**src/rtl/seven_seg_pkg.sv**
```systemverilog
// seven_seg_pkg: active-low segment codes and decode result type for the capture path
package seven_seg_pkg;
    localparam logic [6:0] SEG_BLANK = 7'h7F;
    localparam logic [6:0] SEG_CODES [16] = '{
        7'b1000000, 7'b1111001, 7'b0100100, 7'b0110000,
        7'b0011001, 7'b0010010, 7'b0000010, 7'b1011000,
        7'b0000000, 7'b0010000, 7'b0001000, 7'b0000011,
        7'b1000110, 7'b0100001, 7'b0000110, 7'b0001110
    };
    typedef struct packed {
        logic       legal;
        logic       blank;
        logic [3:0] nibble;
    } seg_dec_t;
endpackage

```
**src/rtl/seven_seg_inverse.sv**
```systemverilog
// seven_seg_inverse: maps an active-low segment pattern back to its hex nibble
module seven_seg_inverse
    import seven_seg_pkg::*;
(
    input  logic [6:0] seg,
    output seg_dec_t   dec
);
    always_comb begin
        dec = '{legal: 1'b0, blank: seg == SEG_BLANK, nibble: 4'd0};
        for (int i = 0; i < 16; i++)
            if (seg == SEG_CODES[i]) dec = '{legal: 1'b1, blank: 1'b0, nibble: 4'(i)};
    end
endmodule

```
**src/rtl/seven_seg_capture.sv**
```systemverilog
// seven_seg_capture: glitch-filters a multiplexed seven-segment bus and publishes decoded frames
module seven_seg_capture
    import seven_seg_pkg::*;
#(
    parameter int NUM_DIGITS    = 8,
    parameter int STABLE_CYCLES = 4
) (
    input  logic                    i_clk,
    input  logic                    i_rst,
    input  logic [6:0]              i_seven,
    input  logic [NUM_DIGITS-1:0]   i_an,
    output logic [4*NUM_DIGITS-1:0] o_value,
    output logic [NUM_DIGITS-1:0]   o_blank,
    output logic [NUM_DIGITS-1:0]   o_err,
    output logic                    o_frame_valid
);
    logic [6:0]                 s_seven;
    logic [NUM_DIGITS-1:0]      s_an, blk, err, mask, blk_n, err_n, mask_n;
    logic [NUM_DIGITS-1:0][3:0] dig, dig_n;
    logic [7:0]                 cnt;
    logic                       stable, accept, done;
    seg_dec_t                   dec;
    seven_seg_inverse u_inverse (.seg(s_seven), .dec(dec));
    assign stable = $onehot(i_an) && i_seven == s_seven && i_an == s_an;
    assign accept = stable && cnt == 8'(STABLE_CYCLES - 2);
    always_comb begin
        for (int k = 0; k < NUM_DIGITS; k++) dig_n[k] = accept && s_an[k] ? dec.nibble : dig[k];
        blk_n  = accept ? (blk & ~s_an) | (dec.blank ? s_an : '0) : blk;
        err_n  = accept ? (err & ~s_an) | (!dec.legal && !dec.blank ? s_an : '0) : err;
        mask_n = accept ? mask | s_an : mask;
    end
    assign done = accept && &mask_n;
    always_ff @(posedge i_clk) begin
        if (i_rst) begin
            s_seven       <= SEG_BLANK;
            s_an          <= '0;
            cnt           <= '0;
            dig           <= '0;
            blk           <= '0;
            err           <= '0;
            mask          <= '0;
            o_value       <= '0;
            o_blank       <= '0;
            o_err         <= '0;
            o_frame_valid <= 1'b0;
        end else begin
            s_seven       <= i_seven;
            s_an          <= i_an;
            cnt           <= !stable ? '0 : cnt == 8'(STABLE_CYCLES - 1) ? cnt : cnt + 8'd1;
            dig           <= dig_n;
            blk           <= blk_n;
            err           <= err_n;
            mask          <= done ? '0 : mask_n;
            o_frame_valid <= done;
            if (done) begin
                o_value <= dig_n;
                o_blank <= blk_n;
                o_err   <= err_n;
            end
        end
    end
endmodule

```
**config.mk**
```make
export PLATFORM = sky130hd
export DESIGN_NAME = seven_seg_capture
export DESIGN_NICKNAME = d
export VERILOG_FILES = /design/src/rtl/seven_seg_pkg.sv /design/src/rtl/seven_seg_inverse.sv /design/src/rtl/seven_seg_capture.sv
export SDC_FILE = /design/constraint.sdc
export NUM_CORES = 1
export LEC_CHECK = 0
export ABC_CLOCK_PERIOD_IN_PS = 9300
export BUFFER_PORTS_ARGS = -buffer_cell sky130_fd_sc_hd__buf_4
export CORE_ASPECT_RATIO = 1.5
export CORE_MARGIN = 3
export CORE_UTILIZATION = 44
export CTS_CLUSTER_SIZE = 8
export DETAILED_ROUTE_END_ITERATION = 10
export GPL_TIMING_DRIVEN = 0
export SLEW_MARGIN = 20
export SYNTH_ARGS = -nofsm -noshare
export SYNTH_HDL_FRONTEND = slang
export SYNTH_SLANG_ARGS = --single-unit
```
**constraint.sdc**
```tcl
create_clock -name i_clk -period 9.3 [get_ports i_clk]
set_input_delay 1.86 -clock i_clk [delete_from_list [all_inputs] [get_ports i_clk]]
set_output_delay 1.86 -clock i_clk [all_outputs]
set_load 0.02 [all_outputs]
```
## Word-level counts from Yosys, hierarchy flattened

Cells that the tools add are included.

- $add $sub $neg: 8
- Equal/unequal tests: 21
- Muxes and demuxes: 29
- Bitwise operators: 7
- Reductions and logical operators: 19

Operators with widths:

| kind | number |
|---|---|
| $mux W6 | 16 |
| $mux W8 | 5 |
| $eq A7 B7 Y1 const B | 5 |
| $mux W4 | 8 |
| $or A8 B8 Y8 | 3 |
| $eq A7 B5 Y1 const B | 3 |
| $eq A7 B6 Y1 const B | 3 |
| $and A8 B8 Y8 | 2 |
| $eq A8 B2 Y1 const B | 2 |
| $eq A7 B2 Y1 const B | 2 |
| $eq A7 B4 Y1 const B | 2 |
| $logic_and A1 B1 Y1 | 13 |
| $add A1 B1 Y2 | 4 |
| $add A8 B1 Y8 const B | 1 |
| $eq A8 B8 Y1 | 1 |
| $not A8 Y8 | 1 |
| $reduce_and A8 Y1 | 1 |
| $eq A7 B3 Y1 const B | 1 |
| $eq A7 B7 Y1 | 1 |
| $logic_not A7 Y1 | 1 |
| $add A2 B2 Y3 | 2 |
| $add A3 B3 Y4 | 1 |
| $eq A4 B1 Y1 const B | 1 |
| $reduce_or A2 Y1 | 2 |
| other kinds (2) | 3 |

- Register bits: 128
- Input port bits: 17
- Output and inout port bits: 49
- Word-level logic and storage cells: 102

## Logic depth before layout (Yosys ltp)

Gate-level depths: netlist (run 1).

- Word-level depth: 22
- Gate-level depth with buffers: 16
- Gate-level depth less buffers: 14

## Modules after synthesis

A second synthesis (run 1) with hierarchy kept.

- Cells, all modules: 678
- Area, all modules: 5930.7 um^2

Modules (own cells, without submodules):

| module | instances | cells an instance | area each (um^2) | seq. area each (um^2) |
|---|---|---|---|---|
| seven_seg_capture | 1 | 628 | 5622.9 | 2562.5 |
| seven_seg_inverse | 1 | 50 | 307.8 | 0.0 |

## Least setup slack after synthesis (run 1)

Ideal clock, no wire load.

- Kind: input-to-reg
- From: input i_an[0]
- To: register o_blank[2]
- Setup time: 86 ps
- Data arrival time: 5733 ps
- Required time: 9214 ps
- Path slack: 3481 ps
- Stages on the path: 15
- Buffers on the path: 1
- Cells stage by stage: inv_1 > fa_1 > fa_1 > fa_1 > inv_1 > ha_1 > inv_1 > fa_1 > nand2_1 > or4_4 > nor4b_4 > buf_6 > nand3_4 > mux2i_1 > a211oi_1

- Cells in the longest elaborated chain, start to end: 10
- Elaborated cells between the ends (all ways): 12
- Classes of those cells: add/sub: 3; eq/ne: 2; mux: 2; reduce/logical: 5

Ends and longest elaborated chain:

| item | RTL line | source |
|---|---|---|
| from (decl) | seven_seg_capture.sv:11 | `input logic [NUM_DIGITS-1:0] i_an,` |
| $add A1 B1 Y2 (implied by the code) | seven_seg_capture.sv:24 | `assign stable = $onehot(i_an) && i_seven == s_seven && i_an == s_an;` |
| $add A2 B2 Y3 (implied by the code) | seven_seg_capture.sv:24 |  |
| $add A3 B3 Y4 (implied by the code) | seven_seg_capture.sv:24 |  |
| $eq A4 B1 Y1 | seven_seg_capture.sv:24 |  |
| $logic_and A1 B1 Y1 | seven_seg_capture.sv:24 |  |
| $logic_and A1 B1 Y1 (*) | seven_seg_capture.sv:24 |  |
| $logic_and A1 B1 Y1 (*) | seven_seg_capture.sv:25 | `assign accept = stable && cnt == 8'(STABLE_CYCLES - 2);` |
| $mux W8 | seven_seg_capture.sv:30 | `mask_n = accept ? mask \| s_an : mask;` |
| $reduce_and A8 Y1 | seven_seg_capture.sv:32 | `assign done = accept && &mask_n;` |
| $logic_and A1 B1 Y1 | seven_seg_capture.sv:32 |  |
| to (signal assigned) | seven_seg_capture.sv:57 | `o_blank <= blk_n;` |
| to (decl) | seven_seg_capture.sv:13 | `output logic [NUM_DIGITS-1:0] o_blank,` |

Mark *: on every way between the ends. The rest lies on a longest branch, timed or not.
A chain may end at the register's enable or synchronous reset.

## Worst setup path after layout (run 1)

- From: input i_an[0]
- To: register o_blank[4]

The elaborated chain is that of the path after synthesis.

==> impl_metrics.py, run 1 <==
metrics = {
    "die": {
        "dieArea_mm2": 0.0134,
        "core-area_mm2": 0.0117,
        "rows": 48,
        "initial_core_util_pct": 45.5,
        "chipWidth_um": 95.7,
        "io_pins": 66,
        "die_h_um": 141,
    },
    "sta": {
        "rsz0062_at_grt": "no",
        "hold_viol_final": 0,
        "drv_slew": 0,
        "fin_crit_sh_pct": 63.5,
        "setup_violations": 0,
        "fin_ws_ns": 3.39,
        "final.setup_skew_ns": 0.0104,
        "hold_slack_ns": 0.488,
        "fmax_ghz": 0.169,
        "tightest_slew_ns": 1.05,
        "period_minus_slack_ns": 5.91,
        "max_slew_margin_pct": 29.4,
        "timing.setup.tns_ns": 0,
    },
    "cts": {
        "cts_buffer_depth": 2,
        "cts_root_buffer": "clkbuf_16",
        "tritoncts": "done",
        "h-tree-depth": 4,
        "clock_latency_ns": 0.41,
        "cts_buffers": 17,
        "clk_pin_slew_worst_paths_ns": 0.06,
        "hold_buffers": 0,
        "cts_resized": 0,
        "cts.sinks": 128,
        "cts_post_setup_buffers_inserted": 0,
    },
    "power_and_ir_drop": {
        "vdd_ir_drop_max_v": 0.000120,
        "power_leakage_nw": 2.86,
        "cellPowerDensity_mw_per_mm2": 192,
    },
    "yosys": {
        "ys_types": 52,
        "yosysTopAreaCell": "dfxtp_1",
        "synth_top_area_share_pct": 48.3,
        "ys_warn_count": 0,
        "synth_nets": 571,
        "syn_inst": 545,
        "synth_seq_cells": 128,
        "synthTopCellsByArea": "dfxtp_1 48%, mux2i_1 9.1%, nor2_1 5.7%",
        "synth_area_per_cell_um2": 9.74,
        "yosysSeqAreaShare_pct": 48.3,
        "syn_area_mm2": 0.00531,
    },
    "finish": {
        "multi_input_area_mm2": 0.00252,
        "fillers": 1099,
        "areaGrowthSynthToFinish_pct": 23.4,
        "seqCellArea_mm2": 0.00256,
        "drive_gt1_share_pct": 21.8,
        "final_nets": 655,
        "fin_util_pct": 56.2,
        "instances_no_fill": 792,
        "antennaDiodeCount": 0,
        "layout_common_cells": "128 x dfxtp_1, 81 x nor2_1, 66 x buf_4",
        "layout_commonest_cell": "dfxtp_1",
    },
    "global_routing": {
        "grt_pass1_vias": 4320,
        "antenna_found_initial": 0,
        "grtUsageTotal_pct": 21.3,
        "grt_max_degree": 17,
        "grt_pass1_wl_um": 21900,
        "gr-total-overflow": 0,
    },
    "run": {
        "maxCapViolCount": 0,
    },
    "placement": {
        "place_hpwl_um": 9720,
        "port_buffers": 65,
        "place.gp.congestion": 0.876,
        "dpl.cell_count": 760,
        "dpl_worst_slack_ns": 2.94,
    },
    "setup_path": {
        "worstPathRequired_ns": 9.62,
        "r2r_cells": 7,
        "cp_slowest_cell": "nor4b_4",
        "critPathLaunchType": "input pin",
        "cp_common_cell": "fa_1",
        "reg2reg_slack_ns": 6.55,
        "worst_r2r_endpoint": "o_err[6]$_SDFFE_PP0P_",
        "worst_setup_path_end_kind": "register",
        "reg2reg_from": "s_seven[5]$_SDFF_PP1_",
        "arrival_ns": 6.23,
        "cp_num_buf_inv": 4,
        "cp_slowest_stage_delay_ns": 0.58,
        "cp_cell_sequence": "buf_4, inv_1, fa_1, fa_1, fa_1, inv_1, ha_1, inv_1, fa_1, nand2_1, or4_4, nor4b_4, nand3_2, mux2i_1, a211oi_1",
        "path_max_fanout": 7,
        "path_delay_family": "adder cells",
        "path_class": "input pin to register",
    },
    "drt": {
        "drt_pass1_iterations": 5,
        "vias": 4245,
        "drtAntennaViolNets": 0,
        "drt_iter0_drc": 243,
        "totalWireLength_um": 13400,
        "via_per_inst": 5.36,
        "drc": 0,
        "wl_per_cell_um": 16.9,
    },
    "outcome": {
        "status": "completed",
    },
    "min_path": {
        "min_path_type": "register to register",
        "min_path_cells": 2,
        "hold_path_startpoint": "o_value[15]$_SDFFE_PP0P_",
        "min_to": "o_value[15]$_SDFFE_PP0P_",
    },
}
## registers in the layout (all words and copies together), names as in the netlist
signal,cells
cnt,8
o_value,32
dig,32
blk,8
o_frame_valid,1
s_seven,7
o_err,8
o_blank,8
err,8
mask,8
s_an,8
## routing by layer
layer,track usage (%),vias to the layer above,wire [µm]
met5,0,-,0
met1,25.4,2035,5570
met3,4.62,18,643
met4,6.90,0,206
li1,-,2066,-
met2,37.3,126,6950
## synth_stat cells, drive strengths merged
master and number:
o22ai 36, a31oi 9, nand3 13, a2111oi 2
or3b 1, nor2 81, or2 10, a21oi 2
nand2b 35, a221o 1, and2 3, clkbuf 22
fa 4, and4 2, nand2 12, o2bb2ai 1
or4 4, ha 5, or3 3, nor3 20
inv 16, a211o 3, nor4b 2, o21ai 2
nor4 7, nand3b 2, nor2b 9, a211oi 18
nand4 5, o32ai 1, dfxtp 128, mux2i 48
xor2 12, a31o 1, or4b 2, nand4b 1
buf 15, xnor2 7
## stage by stage
step                power (mW)  instance area (µm²)
finish                    1.26                 6550
global route              1.30                 6550
floorplan                0.615                 5310
CTS                       1.27                 6550
global placement         0.637                 5980
detailed placement       0.640                 5980
## area by class of cell
cell class,instances,area share (%)
plain buffers,37,2.54
clock buffers,22,7.09
clock inverters,10,1.57
inverters,16,0.917
multi-input cells,364,38.4
flip-flops and latches,128,39.1
well taps,150,2.87
repair buffers,65,7.45
## cell families after synthesis
logic type / count (synthesis) / synth area share, %
mux: 48 / 9.05
simple gates: 212 / 22.7
buf+inv: 53 / 4.27
fa+ha+maj: 9 / 2.69
compound gates: 76 / 9.86
flops: 128 / 48.3
xor+xnor: 19 / 3.14
## worst min-delay path: stages (launching register included)
cell      delay (ns)
dfxtp_1         0.31
nand2b_1        0.06
o22ai_1         0.07
## power by group
group / internal (mW) / switching, mW / leakage, nW
Combinational: 0.0292 / 0.0423 / 1.56
Sequential: 0.552 / 0.00448 / 1.03
Clock: 0.385 / 0.246 / 0.272
## how the worst max path moves through the flow
stage	from	endpoint	slack (ns)	cells after the start
2_1_floorplan	i_an[0]	o_blank[2]$_SDFFE_PP0P_	3.48	15
3_3_place_gp	i_an[1]	o_blank[2]$_SDFFE_PP0P_	3.09	16
3_5_place_dp	i_an[0]	o_blank[4]$_SDFFE_PP0P_	2.94	15
4_1_cts	i_an[0]	o_blank[4]$_SDFFE_PP0P_	3.36	15
5_1_grt	i_an[1]	o_blank[4]$_SDFFE_PP0P_	3.20	15
6_report	i_an[0]	o_blank[4]$_SDFFE_PP0P_	3.39	15
(Power assumes the default switching activity.)
==> run 2, diff against run 1 <==
--- a/config.mk
+++ b/config.mk
@@ -5,7 +5,7 @@
 export SDC_FILE = /design/constraint.sdc
 export NUM_CORES = 1
 export LEC_CHECK = 0
-export ABC_CLOCK_PERIOD_IN_PS = 9300
+export ABC_CLOCK_PERIOD_IN_PS = 4830
 export BUFFER_PORTS_ARGS = -buffer_cell sky130_fd_sc_hd__buf_4
 export CORE_ASPECT_RATIO = 1.5
 export CORE_MARGIN = 3
@@ -13,6 +13,7 @@
 export CTS_CLUSTER_SIZE = 8
 export DETAILED_ROUTE_END_ITERATION = 10
 export GPL_TIMING_DRIVEN = 0
+export PLACE_DENSITY = 0.66
 export SLEW_MARGIN = 20
 export SYNTH_ARGS = -nofsm -noshare
 export SYNTH_HDL_FRONTEND = slang
==> constraint.sdc (replaced) <==
create_clock -name i_clk -period 4.83 [get_ports i_clk]
set_input_delay 0.966 -clock i_clk [delete_from_list [all_inputs] [get_ports i_clk]]
set_output_delay 0.966 -clock i_clk [all_outputs]
set_load 0.02 [all_outputs]
==> impl_metrics.py, run 2 (synthesized netlist as in run 1, its figures left out) <==
metrics = {
    "outcome": {
        "status": "completed",
    },
    "setup_path": {
        "cp_num_buf_inv": 5,
        "worstPathRequired_ns": 5.17,
        "worst_r2r_endpoint": "o_blank[3]$_SDFFE_PP0P_",
        "arrival_ns": 5.13,
        "reg2reg_from": "s_seven[1]$_SDFF_PP1_",
        "r2r_cells": 9,
        "reg2reg_slack_ns": 2.05,
        "path_delay_family": "adder cells",
        "cp_common_cell": "fa_1",
        "critPathLaunchType": "input pin",
        "cp_slowest_cell": "or4_4",
        "cp_cell_sequence": "buf_8, inv_8, fa_1, fa_1, fa_1, inv_1, ha_2, inv_2, fa_1, nand2_1, or4_4, or4_4, nor3_4, nand2b_4, buf_6, o22ai_1",
        "cp_slowest_stage_delay_ns": 0.57,
        "path_class": "input pin to register",
        "worst_setup_path_end_kind": "register",
        "path_max_fanout": 10,
    },
    "power_and_ir_drop": {
        "power_leakage_nw": 2.94,
        "pwr-share-comb_pct": 5.9,
        "cellPowerDensity_mw_per_mm2": 346,
        "pwr-share-seq_pct": 45.7,
        "clkPwrFrac_pct": 48.4,
        "switching_power_uw": 548,
        "power.total_mw": 2.34,
        "swShare_pct": 23.4,
        "vdd_ir_drop_max_v": 0.000231,
        "p_int_mw": 1.80,
    },
    "finish": {
        "layout_commonest_cell": "dfxtp_1",
        "areaGrowthSynthToFinish_pct": 27.6,
        "largest_registers": "dig: 32 flops, o_value: 32 flops",
        "final_nets": 662,
        "drive_gt1_share_pct": 26.7,
        "fin_util_pct": 58.1,
        "fillers": 1040,
        "antennaDiodeCount": 0,
        "layout_common_cells": "128 x dfxtp_1, 81 x nor2_1, 70 x buf_4",
    },
    "cts": {
        "clk_pin_slew_worst_paths_ns": 0.06,
        "clock_latency_ns": 0.41,
        "cts_buffer_depth": 2,
        "cts.sinks": 128,
        "hold_buffers": 0,
        "tritoncts": "done",
        "cts_buffers": 17,
        "cts_root_buffer": "clkbuf_16",
        "h-tree-depth": 4,
    },
    "placement": {
        "dpl_worst_slack_ns": -0.579,
        "port_buffers": 65,
        "place.gp.congestion": 0.880,
        "place_hpwl_um": 9570,
    },
    "die": {
        "chipWidth_um": 95.7,
        "initial_core_util_pct": 45.5,
        "dieArea_mm2": 0.0134,
        "die_h_um": 141,
        "core-area_mm2": 0.0117,
        "rows": 48,
        "io_pins": 66,
    },
    "drt": {
        "drt_pass1_iterations": 4,
        "drtAntennaViolNets": 0,
        "top_layer": "met4",
        "vias": 4195,
        "drt_iter0_drc": 140,
        "wl_met1_um": 5630,
        "wl_per_cell_um": 16.8,
        "route.met3.wl_um": 526,
        "totalWireLength_um": 13400,
        "wl_met2_um": 7010,
        "via_per_inst": 5.26,
        "drc": 0,
    },
    "sta": {
        "final.setup_skew_ns": 0.0102,
        "setup_violations": 0,
        "drv_slew": 0,
        "fin_crit_sh_pct": 99.3,
        "fmax_ghz": 0.208,
        "timing.setup.tns_ns": 0,
        "max_slew_margin_pct": 32.0,
        "tightest_slew_ns": 1.01,
        "period_minus_slack_ns": 4.80,
        "fin_ws_ns": 0.0324,
        "rsz0062_at_grt": "yes",
        "hold_viol_final": 0,
    },
    "global_routing": {
        "grt_max_degree": 17,
        "antenna_found_initial": 0,
        "gr-total-overflow": 0,
        "grt_pass1_wl_um": 21400,
        "grt_pass1_vias": 4297,
        "grtUsageTotal_pct": 20.6,
    },
    "min_path": {
        "hold_path_startpoint": "o_value[22]$_SDFFE_PP0P_",
        "min_to": "o_value[22]$_SDFFE_PP0P_",
        "min_path_type": "register to register",
        "min_path_cells": 2,
    },
    "run": {
        "maxCapViolCount": 0,
    },
}
run 2: tightest hold or removal path: cells and delay by family (launching register included):
kind               cells  cell delay, ns
DFF                    1            0.31
AOI/OAI and AO/OA      1            0.07
and+or+nand+nor        1            0.06
run 2: timing repair:
item | CTS | global route
setup buffers | 3 | 5
endpoints found under the setup margin | 95 | 62
pin swaps | 2 | 13
gates cloned | 0 | 1
gates resized for setup | 9 | 37
run 2: power by group through the flow:
stage / sequential, mW / clock [mW] / combinational, mW
floorplan: 1.09 / 0 / 0.0933
global placement: 1.09 / 0 / 0.132
CTS: 1.07 / 1.15 / 0.137
global route: 1.07 / 1.20 / 0.157
finish: 1.07 / 1.13 / 0.139
detailed placement: 1.09 / 0 / 0.136
run 2: stage by stage:
stage                     std cells  hold slack (ns)  area [µm²]
after detailed placement        760            0.479        5990
after global routing            798            0.509        6770
final                           798            0.486        6770
after floorplan                 545            0.460        5320
after global placement          760            0.474        5990
after CTS                       794            0.494        6560
run 2: worst max-delay path by stage:
stage	from	end	slack [ns]	cells after the start
after floorplan	i_an[0]	o_blank[2]$_SDFFE_PP0P_	-0.05	15
after global placement	i_an[0]	o_err[5]$_SDFFE_PP0P_	-0.57	15
after detailed placement	i_an[0]	o_err[5]$_SDFFE_PP0P_	-0.58	15
after CTS	i_an[0]	o_value[13]$_SDFFE_PP0P_	-0.009	16
after global routing	i_an[0]	o_value[16]$_SDFFE_PP0P_	-0.11	16
final	i_an[0]	o_value[13]$_SDFFE_PP0P_	0.03	16
run 2: layout make-up:
cell class | count | area, µm² | share of cell area (%)
inverters | 16 | 70.1 | 1.03
flip-flops and latches | 128 | 2560 | 37.8
repair buffers | 73 | 588 | 8.68
clock buffers | 21 | 460 | 6.80
clock inverters | 10 | 65.1 | 0.961
well taps | 150 | 188 | 2.77
plain buffers | 36 | 196 | 2.90
multi-input cells | 364 | 2640 | 39.0
run 2: layer usage:
| layer | vias up | track usage [%] |
|---|---|---|
| li1 | 2082 | - |
| met1 | 2005 | 24.6 |
| met2 | 85 | 34.7 |
| met3 | 23 | 5.16 |
| met4 | 0 | 8.25 |
| met5 | - | 0 |
